--- src/rtl/adder_feeder_pkg.sv ---
// Shared types and sizing helpers for the adder_feeder operand sequencer.
package adder_feeder_pkg;

    typedef enum logic [2:0] {
        IDLE,
        DRIVE_A,
        DRIVE_B,
        SETTLE,
        RESULT
    } state_t;

    localparam int unsigned CNT_W = 32;

    function automatic int unsigned ptr_width(input int unsigned depth);
        return unsigned'($clog2(depth));
    endfunction

endpackage

--- src/rtl/adder_feeder_fifo.sv ---
// Synchronous operand FIFO with occupancy count; DEPTH must be a power of 2 so
// the pointers wrap naturally.
module adder_feeder_fifo
    import adder_feeder_pkg::*;
#(
    parameter int unsigned WIDTH = 8,
    parameter int unsigned DEPTH = 4,
    localparam int unsigned PTR_W = ptr_width(DEPTH),
    localparam int unsigned CW    = PTR_W + 1
) (
    input  logic             clock,
    input  logic             reset,
    input  logic             push,
    input  logic             pop,
    input  logic [WIDTH-1:0] wdata,
    output logic [WIDTH-1:0] rdata,
    output logic [CW-1:0]    count,
    output logic             ready
);

    localparam logic [CW-1:0] FULL = CW'(DEPTH);
    localparam logic [CW-1:0] ONE  = CW'(1);

    logic [WIDTH-1:0] mem_q [DEPTH];
    logic [WIDTH-1:0] mem_d [DEPTH];
    logic [PTR_W-1:0] wr_ptr_q, wr_ptr_d;
    logic [PTR_W-1:0] rd_ptr_q, rd_ptr_d;
    logic [CW-1:0]    count_q, count_d;
    logic             do_push, do_pop;

    // Full refuses a push even when a pop frees a slot in the same cycle.
    always_comb begin
        do_push  = push && (count_q != FULL);
        do_pop   = pop && (count_q != '0);
        mem_d    = mem_q;
        wr_ptr_d = wr_ptr_q;
        rd_ptr_d = rd_ptr_q;
        count_d  = count_q;
        if (do_push) begin
            mem_d[wr_ptr_q] = wdata;
            wr_ptr_d        = wr_ptr_q + 1'b1;
        end
        if (do_pop) begin
            rd_ptr_d = rd_ptr_q + 1'b1;
        end
        case ({do_push, do_pop})
            2'b10:   count_d = count_q + ONE;
            2'b01:   count_d = count_q - ONE;
            default: count_d = count_q;
        endcase
    end

    always_ff @(posedge clock or negedge reset) begin
        if (!reset) begin
            for (int unsigned i = 0; i < DEPTH; i++) begin
                mem_q[i] <= '0;
            end
            wr_ptr_q <= '0;
            rd_ptr_q <= '0;
            count_q  <= '0;
        end else begin
            mem_q    <= mem_d;
            wr_ptr_q <= wr_ptr_d;
            rd_ptr_q <= rd_ptr_d;
            count_q  <= count_d;
        end
    end

    assign rdata = mem_q[rd_ptr_q];
    assign count = count_q;
    assign ready = (count_q != FULL);

    pop_not_empty: assert property (@(posedge clock) disable iff (!reset) pop |-> (count_q != '0));

endmodule

--- src/rtl/adder_feeder.sv ---
// Operand sequencer for the adder stage: buffers A/B words, pulses them into the
// adder and returns the sum on a valid/ready stream. Optional ADDER_FEEDER_CNT_EN adds pair_count.
module adder_feeder
    import adder_feeder_pkg::*;
#(
    parameter int unsigned ADDER_BITS = 8,
    parameter int unsigned FIFO_DEPTH = 4
) (
    input  logic                  clock,
    input  logic                  reset,
    input  logic                  in_valid,
    output logic                  in_ready,
    input  logic [ADDER_BITS-1:0] in_data,
    output logic                  a_valid,
    output logic [ADDER_BITS-1:0] a_data,
    output logic                  b_valid,
    output logic [ADDER_BITS-1:0] b_data,
    input  logic [ADDER_BITS-1:0] c_data,
    output logic                  out_valid,
    input  logic                  out_ready,
    output logic [ADDER_BITS-1:0] out_data,
`ifdef ADDER_FEEDER_CNT_EN
    output logic [CNT_W-1:0]      pair_count,
`endif
    output logic                  busy
);

    localparam int unsigned   CW  = ptr_width(FIFO_DEPTH) + 1;
    localparam logic [CW-1:0] TWO = CW'(2);

    state_t                state_q, state_d;
    logic [ADDER_BITS-1:0] out_data_q, out_data_d;
    logic [ADDER_BITS-1:0] head;
    logic [CW-1:0]         count;
    logic                  pop;
    logic                  pair_ready;

    adder_feeder_fifo #(
        .WIDTH (ADDER_BITS),
        .DEPTH (FIFO_DEPTH)
    ) u_fifo (
        .clock (clock),
        .reset (reset),
        .push  (in_valid),
        .pop   (pop),
        .wdata (in_data),
        .rdata (head),
        .count (count),
        .ready (in_ready)
    );

    assign pair_ready = (count >= TWO);

    always_comb begin
        state_d    = state_q;
        out_data_d = out_data_q;
        pop        = 1'b0;
        a_valid    = 1'b0;
        a_data     = '0;
        b_valid    = 1'b0;
        b_data     = '0;
        out_valid  = 1'b0;
        case (state_q)
            IDLE: begin
                if (pair_ready) state_d = DRIVE_A;
            end
            DRIVE_A: begin
                a_valid = 1'b1;
                a_data  = head;
                pop     = 1'b1;
                state_d = DRIVE_B;
            end
            DRIVE_B: begin
                b_valid = 1'b1;
                b_data  = head;
                pop     = 1'b1;
                state_d = SETTLE;
            end
            SETTLE: begin
                out_data_d = c_data;
                state_d    = RESULT;
            end
            RESULT: begin
                out_valid = 1'b1;
                if (out_ready) state_d = pair_ready ? DRIVE_A : IDLE;
            end
            default: state_d = IDLE;
        endcase
    end

    always_ff @(posedge clock or negedge reset) begin
        if (!reset) begin
            state_q    <= IDLE;
            out_data_q <= '0;
        end else begin
            state_q    <= state_d;
            out_data_q <= out_data_d;
        end
    end

    assign out_data = out_data_q;
    assign busy     = (state_q != IDLE);

`ifdef ADDER_FEEDER_CNT_EN
    logic [CNT_W-1:0] pair_count_q, pair_count_d;

    always_comb begin
        pair_count_d = pair_count_q;
        if (out_valid && out_ready) pair_count_d = pair_count_q + 1'b1;
    end

    always_ff @(posedge clock or negedge reset) begin
        if (!reset) pair_count_q <= '0;
        else        pair_count_q <= pair_count_d;
    end

    assign pair_count = pair_count_q;
`endif

endmodule

--- config.mk ---
export PLATFORM = sky130hd
export DESIGN_NAME = adder_feeder
export DESIGN_NICKNAME = d
export VERILOG_FILES = /design/src/rtl/adder_feeder_pkg.sv /design/src/rtl/adder_feeder_fifo.sv /design/src/rtl/adder_feeder.sv
export SDC_FILE = /design/constraint.sdc
export NUM_CORES = 1
export LEC_CHECK = 0
export BUFFER_PORTS_ARGS = -buffer_cell sky130_fd_sc_hd__buf_2
export CAP_MARGIN = 20
export CORE_ASPECT_RATIO = 0.6
export CORE_UTILIZATION = 45
export CTS_BUF_LIST = sky130_fd_sc_hd__clkbuf_2
export DETAILED_ROUTE_END_ITERATION = 12
export GPL_TIMING_DRIVEN = 0
export PLACE_DENSITY = 0.73
export SKIP_LAST_GASP = 1
export SYNTH_ARGS = -nofsm -noshare
export SYNTH_HDL_FRONTEND = slang
export SYNTH_SLANG_ARGS = --single-unit
export TNS_END_PERCENT = 30
--- constraint.sdc ---
create_clock -name clock -period 1.9 [get_ports clock]
set_input_delay 0.38 -clock clock [delete_from_list [all_inputs] [get_ports clock]]
set_output_delay 0.38 -clock clock [all_outputs]
set_load 0.01 [all_outputs]
==> results by group <==
Route
  • DR iter-0 viols: 16
  • Vias: 1468
  • DRT Wirelength: 4.54 mm
  • Top Layer Used: met4
  • 1st-pass router iterations: 8
  • Met3 WL: 166 µm
  • Via density: 5.03
  • ANT nets after route: 0
  • Met1 WL: 2.28 mm
  • DRC errors left: 3
  • Drt wl/cell: 15.5 µm
  • Met2 WL post-DR: 2.06 mm

Critical path
  • Cell depth of the worst flop-to-flop path: 8
  • Worst R2R End: u_fifo.count[2]$_DFFE_PN0P_
  • Crit path max fanout: 9
  • WP data required: 1520 ps
  • Setup Crit Path Kind: flop to output port
  • Crit start category: flop
  • R2r startpoint: state_q[2]$_DFFE_PN0P_
  • Worst setup EP type: output port
  • CP Launch Point: u_fifo.rd_ptr_q[0]$_DFFE_PN0P_
  • CP Data Arrival Time: 1830 ps
  • R2r setup slk: -200 ps

Pwr
  • Internal: 3.62 mW
  • Flop pwr share: 0.366
  • Cell Pwr Density: 1830 nW/µm²
  • Comb pwr share: 0.527
  • Leakage power: 1.46 nW
  • Worst VDD drop: 1.01 mV
  • Clock power share: 0.107
  • Psw: 1.90 mW
  • Sw Ratio: 0.344

Hold path
  • Depth of the worst hold-timing path: 2
  • Hold Startpoint: out_ready
  • Worst hold path type: primary input to flop
  • Worst Hold Path EP: state_q[2]$_DFFE_PN0P_

STA
  • Setup TNS: -5110 ps
  • Crit share post-route: 1.16
  • Worst slew margin: 0.611
  • Slew Limit Fails: 0
  • Least-Margin Pin Slew: 584 ps
  • Final WS setup: -307 ps
  • Setup violators final: 23
  • Max Clk Rate: 0.453 GHz
  • Final Skew: 35.1 ps
  • Unrepaired setup endpoints after global routing: yes
  • Tmin final: 2210 ps
  • Count of final hold-check violations: 0

Yosys
  • Synth Register Bits: 50
  • Synth async-reset ratio: 1.00
  • Largest area contributor in the netlist: dfrtp_1
  • Synth top area share: 0.499
  • Avg Cell Area, Syn: 15.1 µm²
  • Commonest cells in the netlist: 50 x dfrtp_1, 32 x mux2_4, 16 x and2_1
  • Synthesis warning total: 0
  • EDFF count, synth: 0
  • Mapped Area: 2510 µm²
  • Count leader, synth: dfrtp_1
  • Post-Synthesis Net Count: 192
  • Synth Instances: 166
  • Most used DFF post-synth: dfrtp_1
  • Seq/Total Area, Yosys: 0.499
  • Area contributors post-synth: dfrtp_1 50%, mux2_4 19%, mux4_2 7.2%
  • Count of cell types in the netlist: 27

Clock tree
  • H-tree depth: 2
  • CTS tree: done
  • CTS clk-pin slew, worst paths: 250 ps
  • Bufs on Longest Clock Path: 2
  • Root Buffer Master: clkbuf_2
  • Clk_lat worst skew: 440 ps
  • CTS Buf Count: 5
  • CTS Sinks: 50

Placement
  • Global placer's final weighted congestion: 0.692
  • Detailed placement HPWL: 3.21 mm
  • Placed cells: 281
  • # port buffers: 48

Die
  • Chip width: 98.4 µm
  • IO Count: 49
  • Die area: 5890 µm²
  • Area of the core: 5200 µm²
  • Rows: 20
  • Initial core utilization: 0.482
  • Die height: 59.9 µm

Finish
  • Area of the multi-input gates: 1210 µm²
  • Fraction of layout cells with a size suffix above 1: 0.562
  • # nets final: 251
  • Register Area: 1250 µm²
  • Antenna diode count: 0
  • Final non-filler cell total: 292
  • Area grow syn2layout: 20.4%
  • Filler cell count: 428

Global routing
  • Grt total ovfl: 0
  • First-pass GRT wire length: 7.60 mm
  • Pin count of the biggest net entering global routing: 27
  • Vias in the first global route: 1507
  • Initial antenna violation count: 0
  • GRT Util Overall: 0.173

Job
  • Max Cap Viol: 0

Outcome
  • Failing checks: design-rule violations, negative setup slack
  • Status: complete, but fails checks
[worst max path at each step]
| stage | end | slack, ps | cells after the start |
|---|---|---|---|
| floorplan | u_fifo.count[2]$_DFFE_PN0P_ | -40 | 9 |
| global placement | b_data[6] | -280 | 4 |
| detailed placement | b_data[2] | -350 | 4 |
| CTS | a_data[3] | -350 | 4 |
| global route | a_data[1] | -440 | 4 |
| finish | a_data[1] | -310 | 4 |
[layout by cell type (no fill, tap or decap), types with 2 or more instances in the layout]
cell type and instances:
nor3_1 2, nor2_1 3, xnor2_1 3, and3_4 4, buf_6 5, mux2_4 32
clkbuf_2 5, nor3b_4 2, mux2_2 9, inv_1 6, buf_4 5, and2_1 16
ha_1 4, mux4_2 8, xor2_1 4, dfrtp_1 50, buf_2 48
[worst max-delay path, stage by stage (launching register included)]
cell and delay (ps):
dfrtp_1 420, buf_8 160, mux4_2 530, and2_1 170
buf_2 130
[registers in the layout (all words and copies together) (netlist names)]
register         flops
state_q              3
u_fifo.mem_q        32
u_fifo.wr_ptr_q      2
u_fifo.count         3
u_fifo.rd_ptr_q      2
out_data             8
[power by group through the flow]
stage / sequential [mW] / combinational [mW] / clock [mW]
after detailed placement: 1.94 / 2.88 / 0
after global routing: 2.09 / 3.19 / 0.659
after CTS: 2.02 / 2.93 / 0.607
after floorplan: 1.90 / 2.19 / 0
after global placement: 1.93 / 2.81 / 0
final: 2.02 / 2.91 / 0.592
[what timing repair did]
action / in CTS / in global routing
hold endpoints to repair: 24 / 0
resized for setup: 7 / 0
buffers inserted: 5 / 0
hold buffers: 1 / 0
endpoints found under the setup margin: 22 / 23
[per-layer routing]
| layer | vias up | track usage |
|---|---|---|
| met2 | 23 | 0.261 |
| met4 | 0 | 0.0490 |
| met1 | 751 | 0.253 |
| met5 | - | 0 |
| li1 | 689 | - |
| met3 | 5 | 0.0398 |
[final cells by class]
| type | instances | share of cell area |
|---|---|---|
| flip-flops and latches | 50 | 0.414 |
| multi-input cells | 100 | 0.400 |
| repair buffers | 55 | 0.102 |
| well taps | 66 | 0.0273 |
| plain buffers | 7 | 0.0248 |
| clock inverters | 3 | 0.0157 |
| clock buffers | 5 | 0.00828 |
| inverters | 6 | 0.00745 |
[per-stage QoR]
step | cell area [µm²] | power [mW] | utilization | setup slack (ps) | hold slack, ps
6_report | 3020 | 5.52 | 0.581 | -307 | 136
5_1_grt | 3020 | 5.94 | 0.581 | -443 | 83.9
4_1_cts | 3020 | 5.56 | 0.581 | -347 | 105
3_5_place_dp | 2880 | 4.82 | 0.553 | -353 | 410
3_3_place_gp | 2860 | 4.74 | 0.550 | -279 | 484
2_1_floorplan | 2540 | 4.09 | - | -39.5 | 84.4
[cells by family after synthesis]
logic type,count (synthesis),synth area share
compound gates,2,0.00498
mux,50,0.308
simple gates,35,0.0922
fa+ha+maj,6,0.0329
buf+inv,16,0.0394
xor+xnor,7,0.0244
flops,50,0.499
Power figures use the tool's default switching activity.
